$ cat config.mk
export PLATFORM = sky130hd
export DESIGN_NAME = legv8_if_stage
export DESIGN_NICKNAME = d
export VERILOG_FILES = /design/src/rtl/legv8_if_stage.sv
export SDC_FILE = /design/constraint.sdc
export NUM_CORES = 1
export LEC_CHECK = 0
export ABC_CLOCK_PERIOD_IN_PS = 15320
export CORE_MARGIN = 2
export CORE_UTILIZATION = 50
export CTS_BUF_LIST = sky130_fd_sc_hd__clkbuf_8 sky130_fd_sc_hd__clkbuf_16
export DETAILED_ROUTE_END_ITERATION = 8
export GPL_TIMING_DRIVEN = 0
export PLACE_DENSITY_LB_ADDON = 0.2
export SLEW_MARGIN = 5
export SYNTH_ARGS = -nofsm -noshare
export SYNTH_HDL_FRONTEND = slang
export SYNTH_SLANG_ARGS = --single-unit
$ cat constraint.sdc
create_clock -name clk -period 15.32 [get_ports clk]
set_input_delay 2.298 -clock clk [delete_from_list [all_inputs] [get_ports clk]]
set_output_delay 2.298 -clock clk [all_outputs]
set_load 0.02 [all_outputs]
$ cat src/rtl/legv8_if_stage.sv
`default_nettype none
// ============================================================================
//  Module   : legv8_if_stage
//  Brief    : LEGv8 instruction fetch: PC, imem request, IF/ID register, HALT.
//  Revision : 1.0
// ============================================================================
module legv8_if_stage #(
    parameter int          ADDR_W    = 64,
    parameter logic [63:0] RESET_PC  = 64'h0,
    parameter logic [31:0] HALT_INST = 32'hFFFF_FFFF
) (
    input  logic              clk,
    input  logic              rst,
    input  logic              stall,
    input  logic              br_taken,
    input  logic [ADDR_W-1:0] br_target,
    output logic [ADDR_W-1:0] imem_addr,
    output logic              imem_en,
    input  logic [31:0]       imem_rdata,
    output logic [ADDR_W-1:0] if_id_pc,
    output logic [31:0]       if_id_inst,
    output logic              if_id_valid,
    output logic              halted,
    output logic              misalign
);

    typedef enum logic [1:0] {
        BOOT   = 2'd0,
        RUN    = 2'd1,
        HALTED = 2'd2
    } state_t;

    state_t              state_q, state_d;
    logic [ADDR_W-1:0]   pc_q, pc_d;
    logic [ADDR_W-1:0]   if_id_pc_q, if_id_pc_d;
    logic [31:0]         if_id_inst_q, if_id_inst_d;
    logic                if_id_valid_q, if_id_valid_d;
    logic                halted_q, halted_d;
    logic                misalign_q, misalign_d;

    always_ff @(posedge clk or posedge rst) begin
        if (rst) begin
            state_q       <= BOOT;
            pc_q          <= RESET_PC[ADDR_W-1:0];
            if_id_pc_q    <= '0;
            if_id_inst_q  <= '0;
            if_id_valid_q <= 1'b0;
            halted_q      <= 1'b0;
            misalign_q    <= 1'b0;
        end else begin
            state_q       <= state_d;
            pc_q          <= pc_d;
            if_id_pc_q    <= if_id_pc_d;
            if_id_inst_q  <= if_id_inst_d;
            if_id_valid_q <= if_id_valid_d;
            halted_q      <= halted_d;
            misalign_q    <= misalign_d;
        end
    end

    always_comb begin
        state_d       = state_q;
        pc_d          = pc_q;
        if_id_pc_d    = if_id_pc_q;
        if_id_inst_d  = if_id_inst_q;
        if_id_valid_d = if_id_valid_q;
        halted_d      = halted_q;
        misalign_d    = misalign_q;

        case (state_q)
            BOOT: begin
                state_d = RUN;
            end
            RUN, HALTED: begin
                if (br_taken) begin
                    // Redirect beats stall; a pending HALT is squashed by the older branch.
                    pc_d          = {br_target[ADDR_W-1:2], 2'b00};
                    misalign_d    = misalign_q | (|br_target[1:0]);
                    if_id_inst_d  = '0;
                    if_id_valid_d = 1'b0;
                    halted_d      = 1'b0;
                    state_d       = RUN;
                end else if (!stall) begin
                    if (state_q == RUN) begin
                        pc_d          = pc_q + ADDR_W'(4);
                        if_id_pc_d    = pc_q;
                        if_id_inst_d  = imem_rdata;
                        if_id_valid_d = 1'b1;
                        if (imem_rdata == HALT_INST) begin
                            state_d  = HALTED;
                            halted_d = 1'b1;
                        end
                    end else begin
                        if_id_inst_d  = '0;
                        if_id_valid_d = 1'b0;
                    end
                end
            end
            default: begin
                state_d = BOOT;
            end
        endcase
    end

    assign imem_addr   = pc_q;
    assign imem_en     = (state_q == RUN) & ~stall;
    assign if_id_pc    = if_id_pc_q;
    assign if_id_inst  = if_id_inst_q;
    assign if_id_valid = if_id_valid_q;
    assign halted      = halted_q;
    assign misalign    = misalign_q;

endmodule
`default_nettype wire

Word-level counts from Yosys, hierarchy flattened
Cells that the tools add are included.
{ "op_classes": {"eq_ne": 7, "bitwise": 4, "reduce_logical": 11, "n_mux": 18, "add_sub_neg": 1} }
{ "op_table": {"columns": ["operator", "count"], "rows": [
  ["64-bit two-way mux", 3],
  ["32-bit two-way mux", 3],
  ["64-bit by 3-bit adder with 64-bit output, second input constant", 1],
  ["32-bit equality test, second input constant", 1],
  ["3-bit inequality test, second input constant", 3],
  ["2-bit two-way mux", 4],
  ["4-bit AND reduction", 2],
  ["1-bit two-way mux", 7],
  ["3-bit AND reduction", 2],
  ["2-bit one-hot mux with 2 select lines", 1],
  ["2-bit AND reduction", 2],
  ["2-bit nonzero test", 2],
  ["2-bit OR reduction", 2],
  ["2-bit by 1-bit equality test with 1-bit output, second input constant", 1],
  ["2-bit equality test, second input constant", 1],
  ["2-bit zero test", 1],
  ["2-bit by 1-bit inequality test with 1-bit output, second input constant", 1],
  ["1-bit inverter", 2],
  ["1-bit bitwise AND", 1],
  ["1-bit OR", 1]
]} }
{ "word_totals": {"inputBits": 100, "ff_bits": 165} }

Longest topological paths before layout
Gate-level depths: netlist of run 1.
{ "logic_depth": {"word_depth": 6, "depth_mapped": 10, "depth_no_buf": 9} }

Worst setup path after synthesis of run 1
OpenSTA, ideal clock, no wires.
{ "synth_path": {"kind": "input to output", "start": "input port stall", "end": "output port imem_en", "arrival_time_ns": 3.055, "n_path_buf": 2, "cell_stages": 4, "required_time_ns": 13.022, "slack_ns": 9.967, "path_cell_list": "nand2b_1 buf_1 inv_1 clkbuf_1"} }
{ "synth_via": {"elab_chain_cells": 2} }
{ "synth_rtl": {"columns": ["item", "line_no", "rtl"], "rows": [
  ["start: declaration", "14", "input logic stall,"],
  ["1-bit inverter (no source line)", null, null],
  ["1-bit bitwise AND", "106", "assign imem_en = (state_q == RUN) & ~stall;"],
  ["end: declaration", "18", "output logic imem_en,"]
]} }
No other way between the ends.

Worst setup path after layout of run 1
Same ends and word-level chain as after synthesis.

==> results.md, run 1 <==
* Core Util, Final at 73.3%
* Vias in the first global route at 8,143
* Layout cells sized above 1 at 6.13%
* Crit path launch: stall
* Vias per cell at 6.02
* Die height at 132 um
* EDFF count, synth at 0
* Clock Tree Buf Depth at 2
* DR iter-0 viols at 918
* Pwr Density at 203 nW/um^2
* WS Path Type: input port to output port
* Final setup viols at 0
* Slew margin rel. at 16.7%
* Fin. Hold Viols at 0
* Final setup margin at 8570 ps
* CTS tree: yes
* CP Capture Point: imem_en
* Worst-Margin Slew at 1240 ps
* First-pass GRT wire length at 46.0 mm
* Crit start category: input port
* DR DRC count at 1
* Fillers at 1,242
* GR Overflow Total at 0
* Routability Congestion at 0.944
* Number of synthesized register bits at 161
* RSZ-0062 raised after global routing: no
* Final period util at 44.1%
* Required time worst endpoint at 13,020 ps
* WL/cell at 20.6 um
* Largest area contributor in the netlist: dfrtp_1
* Most frequent CP cell: clkdlybuf4s50_1
* Max FO, Critical Path at 10
* Clock Sinks at 161
* Skew-Pair Late Insertion Delay at 440 ps
* Peak VDD IR at 101 uV
* FP Rows at 46
* Failing checks: design-rule violations
* Minimum clock period at 6750 ps
* Cell area after synthesis at 8170 sq um
* Hold/Removal Path Class: flop to flop
* Worst path cell trace: clkdlybuf4s50_1 > nand2b_1 > buf_1 > inv_1 > clkbuf_1 > clkdlybuf4s50_1
* Leading register cell type out of synthesis: dfrtp_1
* R2R cell count at 9
* Hold_buf cts at 0
* Final WL at 29.4 mm
* Pre-CTS setup slack at 8640 ps
* Postcts setup bufs at 0
* CP max-delay cell: clkdlybuf4s50_1
* Die W at 132 um
* Largest stage delay, worst path at 740 ps
* Initial antenna violation count at 1
* Count of buffer and inverter cells on the critical path at 5
* CTS H-tree lvls at 4
* Clock transition at path regs at 60 ps
* Hold slack at 474 ps
* Synth Instances at 913
* Worst path depth at 6
* TritonCTS Buffers at 17
* DRT antenna net count at 0
* Max Transition Viols Final at 0
* Leakage at 5.12 nW
* Post-synthesis async set-or-reset flop share at 100%
* FMAX at 0.148 GHz
* Setup TNS at 0 ps
* R2r endpoint: if_id_pc[60]$_DFFE_PP0P_
* Synth area leaders: dfrtp_1 49%, nand2_1 11%, a22o_1 3.5%, a21oi_1 2.6%, nand3_1 2.3%
* Die area at 17,400 sq um
* Hpwl dp at 21.4 mm
* Crit path arrival time at 4450 ps
* R2r setup slk at 12,030 ps
* Area of the multi-input gates at 3770 sq um
* Worst Skew at 12.2 ps
* Register Area at 4030 sq um
* Pre-antenna DRT Iters at 9
* Register area share after synthesis at 49.3%
* Synthesized area per cell at 8.95 sq um
* Critical R2R Launch: state_q[1]$_DFFE_PP0P_
* Outcome: finished with violations
* Core Region at 15,900 sq um
* Via Count at 8,575
* All-Layer GR Usage at 33.7%
* Synth cell types at 68
* Clk root buf: clkbuf_16
* Cts repair resizes at 0
* Number of I/O port buffers at 259
* Ports at 264
* Area Overhead vs Synth at 43.0%
* Final Net Count at 1,299
* Yosys warnings at 0
* Initial cell density of the core at 51.3%
* Nature of the critical path endpoint: output port
* Max_cap viols at 0
* Cell family with most CP delay: buffers and inverters
* Yosys top cell area share at 49.3%
* Largest net degree at the start of global routing at 116
==> worst min-delay path, cell delays in order (launching register included) <==
cell and delay (ps):
dfrtp_1 340, nand2_1 50, nand2_1 50
==> Yosys cell counts, drive strengths merged, types with 2 or more instances <==
cell       n
o21a       2
buf       15
a21oi     42
and2       6
and3      24
o31ai      4
or3        7
mux2i      8
a41o       2
clkbuf    51
nand3     41
dfrtp    161
or2        3
ha         4
a21o       3
a22o      34
nand2    230
a211oi     9
mux2       7
nor3      26
nand2b     2
nor2      46
inv       14
o2bb2ai    2
a22oi      6
o211ai     2
a31oi      6
o22a       4
nor4      14
nand4     31
nor2b      8
a311oi     8
o22ai     22
o311ai     2
and4       9
nor3b      2
a221o      7
o21ai     36
==> flip-flops by register name, indices dropped and copies added, names as in the netlist <==
name,count
if_id_pc,62
misalign,1
imem_addr,62
if_id_valid,1
halted,1
if_id_inst,32
state_q,2
==> cell usage in the layout, fill, tap and decap left out, types with 4 or more instances in the layout <==
master             n
buf_2              5
inv_6              5
clkbuf_1          47
nor4_4             4
mux2i_1            8
dfrtp_1          161
a311oi_1           8
a221o_1            7
nor4_1             9
and2_1             6
or3_1              6
nand2_1          230
nor3_1            25
nor2b_1            8
ha_1               4
buf_4              4
a211oi_1           9
and3_1            23
a22oi_1            6
conb_1             4
nand3_1           38
nand4_1           29
a31oi_1            6
a21oi_1           42
inv_1             14
o22ai_1           22
nor2_1            46
clkdlybuf4s50_1  259
mux2_2             5
o22a_1             4
o31ai_1            4
a22o_1            33
buf_1              5
clkbuf_16         17
and4_1             8
o21ai_0           36
==> routing by layer <==
layer	part of all wire, %	vias to the layer above	global-route usage (%)
met5	0	-	0
met4	3.4	0	12.4
met3	10	81	8.65
met2	47	484	54.5
met1	39	4152	44.2
li1	-	3858	-
==> cells by family (layout without fill, tap and decap cells) <==
| logic type | after synthesis | in the layout | share of synthesized area, % |
|---|---|---|---|
| other | 1 | 5 | 0.0459 |
| XOR/XNOR | 1 | 1 | 0.107 |
| adder cells (fa/ha/maj) | 4 | 4 | 0.612 |
| buffers and inverters | 82 | 374 | 4.65 |
| AO/OA/AOI/OAI | 197 | 197 | 16.5 |
| AND/OR/NAND/NOR | 452 | 452 | 26.9 |
| multiplexers | 15 | 15 | 1.94 |
| flip-flops | 161 | 161 | 49.3 |
==> where the power goes <==
| group | internal [W] | leakage [nW] | switching, W | total (W) |
|---|---|---|---|---|
| combinational | 0.000493 | 2.78 | 0.000643 | 0.00114 |
| clock | 0.000259 | 0.302 | 0.000187 | 0.000446 |
| sequential | 0.000596 | 2.03 | 0.000194 | 0.000791 |
| total | 0.00135 | 5.12 | 0.00102 | 0.00237 |
==> final cells by class <==
| class | count | share of cell area [%] |
|---|---|---|
| diodes | 1 | 0.0214 |
| plain buffers | 68 | 2.80 |
| clock buffers | 17 | 3.64 |
| clock inverters | 15 | 1.54 |
| inverters | 14 | 0.514 |
| multi-input cells | 673 | 32.3 |
| flip-flops and latches | 161 | 34.5 |
| well taps | 216 | 2.31 |
| repair buffers | 260 | 22.4 |
==> how the worst min path moves through the flow <==
stage,startpoint,endpoint,slack (ps),cells past startpoint
finish,if_id_pc[63]$_DFFE_PP0P_,if_id_pc[63]$_DFFE_PP0P_,470,2
global route,if_id_pc[21]$_DFFE_PP0P_,if_id_pc[21]$_DFFE_PP0P_,490,2
CTS,if_id_pc[12]$_DFFE_PP0P_,if_id_pc[12]$_DFFE_PP0P_,480,2
detailed placement,if_id_pc[12]$_DFFE_PP0P_,if_id_pc[12]$_DFFE_PP0P_,460,2
global placement,if_id_pc[63]$_DFFE_PP0P_,if_id_pc[63]$_DFFE_PP0P_,460,2
floorplan,state_q[1]$_DFFE_PP0P_,state_q[1]$_DFFE_PP0P_,530,2
==> per-stage QoR <==
stage / instances / power (W) / area, sq um
floorplan: 916 / 0.00135 / 8180
global placement: 1391 / 0.00189 / 11000
detailed placement: 1392 / 0.00192 / 11100
finish: 1425 / 0.00237 / 11700
CTS: 1424 / 0.00237 / 11700
global route: 1425 / 0.00249 / 11700
Note: power is estimated with default switching activity, not from simulation.
==> run 2, diff against run 1 <==
--- a/config.mk
+++ b/config.mk
@@ -5,9 +5,9 @@
 export SDC_FILE = /design/constraint.sdc
 export NUM_CORES = 1
 export LEC_CHECK = 0
-export ABC_CLOCK_PERIOD_IN_PS = 15320
+export ABC_CLOCK_PERIOD_IN_PS = 6600
 export CORE_MARGIN = 2
-export CORE_UTILIZATION = 50
+export CORE_UTILIZATION = 47
 export CTS_BUF_LIST = sky130_fd_sc_hd__clkbuf_8 sky130_fd_sc_hd__clkbuf_16
 export DETAILED_ROUTE_END_ITERATION = 8
 export GPL_TIMING_DRIVEN = 0
==> constraint.sdc (replaced) <==
create_clock -name clk -period 6.6 [get_ports clk]
set_input_delay 0.99 -clock clk [delete_from_list [all_inputs] [get_ports clk]]
set_output_delay 0.99 -clock clk [all_outputs]
set_load 0.02 [all_outputs]
==> run 2 against run 1 <==
Net effect: the run now ends clean; combinational power rose by 130%; core utilization fell by 5.5 points; sequential power rose by 130%; non-clock buffer count did not move; first-iteration DRC count fell by 15%; worst hold slack got worse by 1.3 ps; power rose by 130%; register-to-register slack got worse by 8600 ps; global-route usage fell by 1.5 points; die area rose by 6.2%; count of clock-buffer cells in the layout rose by 2; sequential share of layout area rose by 0.14 points; critical endpoint unchanged.
==> results.md, run 2 (synthesized netlist as in run 1, its figures left out) <==
* Outcome: finished clean (was finished with violations)
* Final period util at 64.1%
* Initial cell density of the core at 47.6% (was 51.3%)
* Fin. Hold Viols at 0 (unchanged)
* Die area at 18,500 sq um (was 17,400 sq um)
* Crit path arrival time at 3240 ps (was 4450 ps)
* All-Layer GR Usage at 32.2% (was 33.7%)
* Worst path cell trace: clkdlybuf4s50_1 > nand2b_1 > buf_1 > inv_1 > clkbuf_1 > clkdlybuf4s50_1 (unchanged)
* Cts repair resizes at 0 (unchanged)
* Clock Tree Buf Depth at 2 (unchanged)
* CTS H-tree lvls at 4 (unchanged)
* Layout cells sized above 1 at 6.04% (was 6.13%)
* CTS tree: yes (unchanged)
* Initial antenna violation count at 0 (was 1)
* Postcts setup bufs at 0 (unchanged)
* FMAX at 0.236 GHz
* Required time worst endpoint at 5610 ps (was 13,020 ps)
* DR iter-0 viols at 776 (was 918)
* Peak VDD IR at 273 uV (was 101 uV)
* FP Rows at 48 (was 46)
* Skew-Pair Late Insertion Delay at 430 ps (was 440 ps)
* Final Net Count at 1,299 (unchanged)
* TritonCTS Buffers at 17 (unchanged)
* Most frequent CP cell: clkdlybuf4s50_1 (unchanged)
* WL/cell at 20.5 um (was 20.6 um)
* Pwr Density at 465 nW/um^2 (was 203 nW/um^2)
* Max_cap viols at 0 (unchanged)
* Comb power frac at 48.8% (was 47.9%)
* Vias in the first global route at 8,194 (was 8,143)
* Max Transition Viols Final at 0 (unchanged)
* Worst Skew at 6.17 ps (was 12.2 ps)
* Clock transition at path regs at 70 ps (was 60 ps)
* Die W at 136 um (was 132 um)
* Hold/Removal Path Class: flop to flop (unchanged)
* Clock Sinks at 161 (unchanged)
* CP max-delay cell: clkdlybuf4s50_1 (unchanged)
* Final WL at 29.4 mm (about the same)
* Core Region at 17,200 sq um (was 15,900 sq um)
* Cell family with most CP delay: buffers and inverters (unchanged)
* Count of buffer and inverter cells on the critical path at 5 (unchanged)
* Setup TNS at 0 ps (unchanged)
* DRT antenna net count at 0 (unchanged)
* Final setup viols at 0 (unchanged)
* Area Overhead vs Synth at 42.5% (was 43.0%)
* Most common cell after layout, fill and taps aside: clkdlybuf4s50_1 (unchanged)
* Leakage at 5.10 nW (was 5.12 nW)
* Hold_buf cts at 0 (unchanged)
* WS Path Type: input port to output port (unchanged)
* Slew margin rel. at 28.8% (was 16.7%)
* Net switching power at 0.00235 W (was 0.00102 W)
* Most frequent cells in the layout: 259 x clkdlybuf4s50_1, 230 x nand2_1, 161 x dfrtp_1, 47 x clkbuf_1, 46 x nor2_1 (unchanged)
* RSZ-0062 raised after global routing: no (unchanged)
* Sequential power share at 33.8% (was 33.3%)
* Hpwl dp at 21.3 mm (was 21.4 mm)
* Vias per cell at 5.92 (was 6.02)
* Ports at 264 (unchanged)
* Crit start category: input port (unchanged)
* Die height at 136 um (was 132 um)
* Clk root buf: clkbuf_16 (unchanged)
* Final Non-Filler Cells at 1,433 (was 1,425)
* Pre-antenna DRT Iters at 6 (was 9)
* Largest stage delay, worst path at 730 ps (was 740 ps)
* GR Overflow Total at 0 (unchanged)
* Worst-Margin Slew at 1060 ps (was 1240 ps)
* Hold slack at 472 ps (was 474 ps)
* Clock power frac at 17.4% (was 18.8%)
* Int Power at 0.00306 W (was 0.00135 W)
* Inst Count DP at 1,401 (was 1,392)
* Minimum clock period at 4230 ps
* Via Count at 8,486 (was 8,575)
* Routability Congestion at 0.930 (was 0.944)
* Largest net degree at the start of global routing at 118 (was 116)
* Net Sw Frac at 43.5% (was 43.2%)
* Diodes inserted at 0 (was 1)
* First-pass GRT wire length at 45.4 mm (was 46.0 mm)
* Number of I/O port buffers at 259 (unchanged)
* DR DRC count at 0 (was 1)
* Nature of the critical path endpoint: output port (unchanged)
* Max FO, Critical Path at 10 (unchanged)
==> run 2: cell type report <==
class / count / area (sq um)
buffer: 68 / 328
clock buffer: 19 / 453
timing repair buffer: 260 / 2620
clock inverter: 13 / 96.3
inverter: 14 / 60.1
tap: 225 / 282
multi-input combinational: 673 / 3770
fill: 1417 / 5530
sequential: 161 / 4030
==> run 2: metrics by stage <==
stage                     setup slack, ps  utilization, %  instance area [sq um]  total power, W
after floorplan                      1260               -                   8180         0.00314
after global placement              -1030            64.4                  11100         0.00439
after detailed placement             2470            64.6                  11100         0.00444
after CTS                            2470            67.8                  11600         0.00540
after global routing                 2360            67.8                  11600         0.00570
final                                2370            67.8                  11600         0.00541
==> run 2: final timing paths <==
path | start | to | slack [ps] | depth (start not counted)
hold / removal | if_id_pc[56]$_DFFE_PP0P_ | if_id_pc[56]$_DFFE_PP0P_ | 470 | 2
setup / recovery | stall | imem_en | 2370 | 6
max in group asynchronous | rst | imem_addr[49]$_DFFE_PP0P_ | 4720 | 3
setup reg to reg | state_q[1]$_DFFE_PP0P_ | if_id_pc[60]$_DFFE_PP0P_ | 3400 | 9
hold reg to reg | if_id_pc[56]$_DFFE_PP0P_ | if_id_pc[56]$_DFFE_PP0P_ | 470 | 2
min in group asynchronous | rst | if_id_pc[40]$_DFFE_PP0P_ | 940 | 2
==> run 2: routing by layer <==
metal	up-vias	global-route usage (%)	share of wire, %	wire length [um]
met1	4051	41.7	40	11800
li1	3832	-	-	-
met5	-	0	0	0
met3	82	9.28	9.9	2900
met2	521	50.9	46	13600
met4	0	13.5	3.7	1080
==> run 2: tightest hold or removal path, stage by stage (launching register included) <==
cell     delay (ps)
dfrtp_1         340
nand2_1          50
nand2_1          50
==> run 2: power groups by stage <==
stage | clock [W] | combinational [W] | sequential [W]
6_report | 0.000941 | 0.00264 | 0.00183
5_1_grt | 0.000984 | 0.00283 | 0.00188
4_1_cts | 0.000943 | 0.00263 | 0.00182
3_5_place_dp | 0 | 0.00262 | 0.00182
3_3_place_gp | 0 | 0.00257 | 0.00181
2_1_floorplan | 0 | 0.000920 | 0.00222
